$ cat config.mk
export PLATFORM = sky130hd
export DESIGN_NAME = zsy_glyph_writer
export DESIGN_NICKNAME = d
export VERILOG_FILES = /design/src/rtl/zsy_glyph_writer.sv
export SDC_FILE = /design/constraint.sdc
export NUM_CORES = 1
export LEC_CHECK = 0
export BUFFER_PORTS_ARGS = -buffer_cell sky130_fd_sc_hd__buf_2
export CORE_MARGIN = 2
export CORE_UTILIZATION = 45
export DETAILED_ROUTE_END_ITERATION = 6
export HOLD_SLACK_MARGIN = 0.03
export PLACE_DENSITY_LB_ADDON = 0.25
export SLEW_MARGIN = 20
export SYNTH_ARGS = -nofsm -noshare
export SYNTH_HDL_FRONTEND = slang
export SYNTH_SLANG_ARGS = --single-unit
$ cat constraint.sdc
create_clock -name clk -period 3.01 [get_ports clk]
set_clock_uncertainty 0.1 [all_clocks]
set_input_delay 0.602 -clock clk [delete_from_list [all_inputs] [get_ports clk]]
set_output_delay 0.602 -clock clk [all_outputs]
set_load 0.02 [all_outputs]
$ cat src/rtl/zsy_glyph_writer.sv
// Draws one 16x16 glyph: fetches both 128-bit halves from the glyph ROM and streams
// the 38-byte page-addressed OLED write sequence (3 cmd + 16 data, twice) over valid/ready.
module zsy_glyph_writer #(
    parameter int ROM_LAT = 1
) (
    input  logic         clk,
    input  logic         rst_n,
    input  logic         cmd_valid,
    output logic         cmd_ready,
    input  logic [3:0]   cmd_glyph,
    input  logic [2:0]   cmd_page,
    input  logic [6:0]   cmd_col,
    output logic [3:0]   rom_addr,
    input  logic [127:0] rom_top,
    input  logic [127:0] rom_btm,
    output logic         tx_valid,
    input  logic         tx_ready,
    output logic [7:0]   tx_data,
    output logic         tx_dc,
    output logic         busy,
    output logic         done
);

    typedef enum logic [2:0] {
        IDLE,
        ROM_WAIT,
        CMD_TOP,
        DAT_TOP,
        CMD_BTM,
        DAT_BTM
    } state_t;

    state_t         state_reg;
    logic [2:0]     page_reg;
    logic [6:0]     col_reg;
    logic [127:0]   top_buf_reg;
    logic [127:0]   btm_buf_reg;
    logic [3:0]     cnt_reg;
    logic [7:0]     wait_reg;
    logic           cmd_ready_reg;
    logic [3:0]     rom_addr_reg;
    logic           tx_valid_reg;
    logic [7:0]     tx_data_reg;
    logic           tx_dc_reg;
    logic           busy_reg;
    logic           done_reg;

    logic           hs;
    logic [7:0]     col_lo_byte;
    logic [7:0]     col_hi_byte;

    assign hs          = tx_valid_reg && tx_ready;
    assign col_lo_byte = {4'h0, col_reg[3:0]};
    assign col_hi_byte = {5'b00010, col_reg[6:4]};

    assign cmd_ready = cmd_ready_reg;
    assign rom_addr  = rom_addr_reg;
    assign tx_valid  = tx_valid_reg;
    assign tx_data   = tx_data_reg;
    assign tx_dc     = tx_dc_reg;
    assign busy      = busy_reg;
    assign done      = done_reg;

    // Data bytes come off the top of a shifting buffer, so no 16:1 column mux is needed.
    always_ff @(posedge clk) begin
        if (!rst_n) begin
            state_reg     <= IDLE;
            page_reg      <= 3'd0;
            col_reg       <= 7'd0;
            top_buf_reg   <= '0;
            btm_buf_reg   <= '0;
            cnt_reg       <= 4'd0;
            wait_reg      <= 8'd0;
            cmd_ready_reg <= 1'b0;
            rom_addr_reg  <= 4'd0;
            tx_valid_reg  <= 1'b0;
            tx_data_reg   <= 8'd0;
            tx_dc_reg     <= 1'b0;
            busy_reg      <= 1'b0;
            done_reg      <= 1'b0;
        end else begin
            done_reg <= 1'b0;
            case (state_reg)
                IDLE: begin
                    cmd_ready_reg <= 1'b1;
                    if (cmd_valid && cmd_ready_reg) begin
                        page_reg      <= cmd_page;
                        col_reg       <= cmd_col;
                        rom_addr_reg  <= cmd_glyph;
                        busy_reg      <= 1'b1;
                        cmd_ready_reg <= 1'b0;
                        wait_reg      <= 8'd0;
                        state_reg     <= ROM_WAIT;
                    end
                end
                ROM_WAIT: begin
                    if (wait_reg == 8'(ROM_LAT)) begin
                        top_buf_reg  <= rom_top;
                        btm_buf_reg  <= rom_btm;
                        tx_valid_reg <= 1'b1;
                        tx_data_reg  <= {5'b10110, page_reg};
                        tx_dc_reg    <= 1'b0;
                        cnt_reg      <= 4'd0;
                        state_reg    <= CMD_TOP;
                    end else begin
                        wait_reg <= wait_reg + 8'd1;
                    end
                end
                CMD_TOP, CMD_BTM: begin
                    if (hs) begin
                        cnt_reg <= cnt_reg + 4'd1;
                        if (cnt_reg == 4'd0) begin
                            tx_data_reg <= col_lo_byte;
                        end else if (cnt_reg == 4'd1) begin
                            tx_data_reg <= col_hi_byte;
                        end else begin
                            cnt_reg   <= 4'd0;
                            tx_dc_reg <= 1'b1;
                            if (state_reg == CMD_TOP) begin
                                tx_data_reg <= top_buf_reg[127:120];
                                top_buf_reg <= {top_buf_reg[119:0], 8'h00};
                                state_reg   <= DAT_TOP;
                            end else begin
                                tx_data_reg <= btm_buf_reg[127:120];
                                btm_buf_reg <= {btm_buf_reg[119:0], 8'h00};
                                state_reg   <= DAT_BTM;
                            end
                        end
                    end
                end
                DAT_TOP: begin
                    if (hs) begin
                        if (cnt_reg == 4'd15) begin
                            // Bottom half lands on the next page, wrapping 7 -> 0.
                            tx_data_reg <= {5'b10110, page_reg + 3'd1};
                            tx_dc_reg   <= 1'b0;
                            cnt_reg     <= 4'd0;
                            state_reg   <= CMD_BTM;
                        end else begin
                            tx_data_reg <= top_buf_reg[127:120];
                            top_buf_reg <= {top_buf_reg[119:0], 8'h00};
                            cnt_reg     <= cnt_reg + 4'd1;
                        end
                    end
                end
                DAT_BTM: begin
                    if (hs) begin
                        if (cnt_reg == 4'd15) begin
                            tx_valid_reg  <= 1'b0;
                            busy_reg      <= 1'b0;
                            done_reg      <= 1'b1;
                            cmd_ready_reg <= 1'b1;
                            cnt_reg       <= 4'd0;
                            state_reg     <= IDLE;
                        end else begin
                            tx_data_reg <= btm_buf_reg[127:120];
                            btm_buf_reg <= {btm_buf_reg[119:0], 8'h00};
                            cnt_reg     <= cnt_reg + 4'd1;
                        end
                    end
                end
                default: begin
                    state_reg <= IDLE;
                end
            endcase
        end
    end

endmodule

### Yosys cells after proc, flatten, opt, wreduce, memory -nomap -nowiden

Index checks and enable logic that the tools add are counted.

| word-level totals | value |
|---|---|
| register bits after elaboration | 298 |
| input bits | 274 |
| output and inout bits | 17 |
| logic and storage cells | 128 |

| operators by class | value |
|---|---|
| $add $sub $neg | 3 |
| equality and inequality tests | 23 |
| multiplexer cells | 63 |
| reduce and logical (&&, ||, !) cells | 25 |

Operators with widths:

| operator | number |
|---|---|
| two-way mux 128 bit | 14 |
| case mux 128 bit (3 select lines) | 2 |
| two-way mux 8 bit | 11 |
| case mux 8 bit (4 select lines) | 1 |
| two-way mux 3 bit | 10 |
| inequality test 2 bit (second input constant) | 14 |
| two-way mux 4 bit | 6 |
| case mux 8 bit (2 select lines) | 1 |
| AND reduction 8 bit | 2 |
| case mux 3 bit (5 select lines) | 1 |
| two-way mux 1 bit | 12 |
| case mux 4 bit (3 select lines) | 1 |
| AND reduction 4 bit | 3 |
| AND reduction 3 bit | 3 |
| AND reduction 9 bit | 1 |
| nonzero test 3 bit | 3 |
| adder 8 x 1 -> 8 bit (second input constant) | 1 |
| == test 8 x 1 -> 1 bit (second input constant) | 1 |
| AND reduction 7 bit | 1 |
| == test 3 x 2 -> 1 bit (second input constant) | 2 |
| == test 3 bit (second input constant) | 2 |
| case mux 1 bit (2 select lines) | 3 |
| AND reduction 6 bit | 1 |
| nonzero test 2 bit | 3 |
| 13 further kinds | 15 |

### Longest topological paths before layout

| depth | value |
|---|---|
| depth in word-level cells | 6 |
| depth in mapped cells | 10 |
| depth with buffers taken out | 7 |

### Worst setup path after synthesis

Ideal clock, no wire load.

| path | value |
|---|---|
| path type | register to register |
| start | reg cnt_reg[0] |
| end | reg top_buf_reg[100] |
| setup time | 0.059 ns |
| arrival time | 2.102 ns |
| path slack | 0.749 ns |
| cell stages (with the launch flop) | 10 |
| buffers on the path | 3 |
| period minus slack after synthesis | 2.261 ns |
| cells stage by stage | dfxtp_1 -> inv_1 -> ha_1 -> buf_2 -> or2_2 -> a21o_1 -> a211oi_2 -> buf_2 -> buf_1 -> o211a_1 |

| between the ends | value |
|---|---|
| word-level cells in the longest chain between the ends | 3 |
| elaborated cells between the ends (all ways) | 7 |

Ends and longest elaborated chain:

| element | RTL line | source |
|---|---|---|
| start: declaration | 38 | `logic [3:0] cnt_reg;` |
| start signal: assignment | 111 | `cnt_reg <= cnt_reg + 4'd1;` |
| start signal: assignment | 142 | `cnt_reg <= cnt_reg + 4'd1;` |
| start signal: assignment | 158 | `cnt_reg <= cnt_reg + 4'd1;` |
| == test 4 bit (tied with other cells) | 133 | `if (cnt_reg == 4'd15) begin` |
| inequality test 2 bit (no line) | n/a |  |
| AND reduction 8 bit (no line) * | n/a |  |
| end signal: assignment | 98 | `top_buf_reg <= rom_top;` |
| end signal: assignment | 121 | `top_buf_reg <= {top_buf_reg[119:0], 8'h00};` |
| end signal: assignment | 141 | `top_buf_reg <= {top_buf_reg[119:0], 8'h00};` |
| end: declaration | 36 | `logic [127:0] top_buf_reg;` |

Mark *: on every way between the ends. The rest lies on a longest branch, timed or not.
A chain may end at the register's enable or synchronous reset.

### Worst setup path in the final report

| path | value |
|---|---|
| start | reg cnt_reg[0] |
| end | reg top_buf_reg[73] |

The elaborated chain is that of the path after synthesis.

==> impl_metrics.tcl <==
set metrics [dict create \
    cp.arrival_ns 2.92 \
    dr.pass1.iters 5 \
    die_height_um 180 \
    post_cts_resized 0 \
    grt_pass1_vias 11500 \
    drtIter0Drc 660 \
    synthAdderAreaFrac_pct 0.538 \
    drc 0 \
    fin_setup_tns_ns 0 \
    grt_max_degree 100 \
    ant_nets 0 \
    post-dp-hpwl_um 25400 \
    cts_buffers 34 \
    finalHoldViolCount 0 \
    grt_pass1_wl_um 57900 \
    die_area_mm2 0.0325 \
    grt_util_all_layers_pct 21.3 \
    finalSetupViolations 0 \
    synthDistinctLibCells 54 \
    synthXorXnorAreaFrac_pct 0.565 \
    crit_type "flip-flop to flip-flop" \
    slew-limit-headroom_pct 38.4 \
    async_flop_share_pct 0 \
    synth-simple-area-share_pct 19.5 \
    mostFrequentLayoutCells "434 x nand2_1, 298 x dfxtp_1, 289 x buf_2" \
    core-area_mm2 0.0306 \
    h-tree-depth 2 \
    cts_tree "done" \
    worst_pin_slew_ns 0.921 \
    nFillCells 2872 \
    initial_core_util_pct 45.6 \
    ys_warn_count 0 \
    power.static_leakage_nw 10.4 \
    synth_area_leader_cell "dfxtp_1" \
    cap_violations 0 \
    start_kind "flip-flop" \
    synth_mux_area_share_pct 8.67 \
    power_density_mw_per_mm2 611 \
    grt_setup_unrepaired "false" \
    cp_max_fo 35 \
    synth-seq-cells 298 \
    ys_seq_area_share_pct 42.7 \
    synth_cells 1582 \
    synth_edf_count 0 \
    period_minus_slack_ns 2.62 \
    ys.flop_type "dfxtp_1" \
    vias_per_cell 5.42 \
    drive_above_1_share_pct 21.6 \
    num_rows 64 \
    grt_antenna_before_repair 13 \
    status "complete, no violations" \
    hold_path.class "input port to flip-flop" \
    crit_required_ns 3.31 \
    slew_violations 0 \
    path_clk_slew_ns 0.06 \
    dr_total_vias 12100 \
    placement.io_buffers 290 \
    area_delta_synth_final_pct 21.0 \
    syn_nets 1862 \
    clockBufferDepth 3 \
    postSynthAreaPerCell_um2 8.83 \
    syn-cell-area_mm2 0.0140 \
    synth_top_family_by_area "compound AO/OA/AOI/OAI gates" \
    end_kind "flip-flop" \
    max_freq_mhz 381 \
    gp_congestion 0.888 \
    placed_cell_area_mm2 0.0158 \
    clk_latency_ns 0.50 \
    holdBufCountCts 0 \
    root_buffer "clkbuf_16" \
    synth-compound-area-share_pct 22.5 \
    post_drt_wl_per_cell_um 16.2 \
    hold_ws_ns 0.237 \
    vdd_drop_max_v 0.000397 \
    yosys.area.top_type_share_pct 42.7 \
    stdcell_area_mm2 0.0169 \
    drt-total-wl_um 36100 \
    layout_commonest_cell "nand2_1" \
    post-route-period-util_pct 87.1 \
    globalRouteOverflowTotal 0 \
    io_pins 291 \
    die_width_um 180 \
    postCtsSetupRepairBufs 0 \
    cts.sinks 298 \
    synth_area_leaders "dfxtp_1 43%, o211a_1 17%, nand2_1 12%" \
    finalNetCount 2083 \
]
## cells in the mapped netlist (7+ instances only)
master,n
a21boi_0,20
buf_4,26
clkbuf_1,59
a21oi_1,22
o211a_1,243
o21ai_1,7
nand4_1,20
dfxtp_1,298
nand2_1,434
nor2_1,16
mux2i_1,121
o21ai_0,26
xnor2_1,7
inv_1,7
nand3_1,137
buf_2,58
## worst paths after layout
check | to | slack (ns) | cells after the start | from
setup / recovery | top_buf_reg[73]$_SDFFE_PN0P_ | 0.39 | 9 | cnt_reg[0]$_SDFFE_PN0P_
hold / removal | btm_buf_reg[5]$_SDFFE_PN0P_ | 0.24 | 3 | rom_btm[5]
setup reg to reg | top_buf_reg[73]$_SDFFE_PN0P_ | 0.39 | 9 | cnt_reg[0]$_SDFFE_PN0P_
hold reg to reg | btm_buf_reg[1]$_SDFFE_PN0P_ | 0.35 | 2 | btm_buf_reg[1]$_SDFFE_PN0P_
## metal layers
metal	part of all wire (%)	track usage, %	up-vias	wire length, µm
met5	0.19	0	-	68
met4	2.2	5.35	10	782
met3	7.6	6.31	61	2740
met2	45	34.8	311	16400
met1	45	27.7	5632	16100
li1	-	-	6077	-
## cells by family after synthesis
family | after synthesis
XOR/XNOR | 9
buffers and inverters | 156
flip-flops | 298
AO/OA/AOI/OAI | 352
adder cells (fa/ha/maj) | 6
multiplexers | 121
AND/OR/NAND/NOR | 640
## through the flow
stage	util, %	worst slack (ns)	power, mW	instances
6_report	55.3	0.389	10.3	2230
2_1_floorplan	-	0.749	5.84	1582
3_5_place_dp	51.7	0.382	6.43	2163
3_3_place_gp	51.7	0.465	6.39	2163
4_1_cts	55.2	0.384	10.5	2222
5_1_grt	55.2	0.229	10.8	2225
## worst max-delay path: stages (launching register included)
cell and delay [ns]:
dfxtp_1 0.40, inv_1 0.08, ha_1 0.30, or2_2 0.35
a21o_1 0.19, a211oi_4 0.25, buf_12 0.23, buf_4 0.34
nand3_1 0.13, o211a_1 0.15
## report_power, final
part	switching [mW]	leakage (nW)	internal, mW
sequential	0.247	2.41	4.35
clock	1.59	0.527	2.40
combinational	0.945	7.46	0.791
total	2.78	10.4	7.55
## final cells by class
| type | count | area (µm²) | area share (%) |
|---|---|---|---|
| clock inverter | 5 | 61.3 | 0.363 |
| antenna | 8 | 20.0 | 0.118 |
| sequential | 298 | 5970 | 35.3 |
| timing repair buffer | 334 | 2030 | 12.0 |
| inverter | 7 | 26.3 | 0.155 |
| clock buffer | 54 | 1020 | 6.02 |
| tap | 396 | 495 | 2.93 |
| multi-input combinational | 1128 | 7290 | 43.1 |
Power figures use the tool's default switching activity.
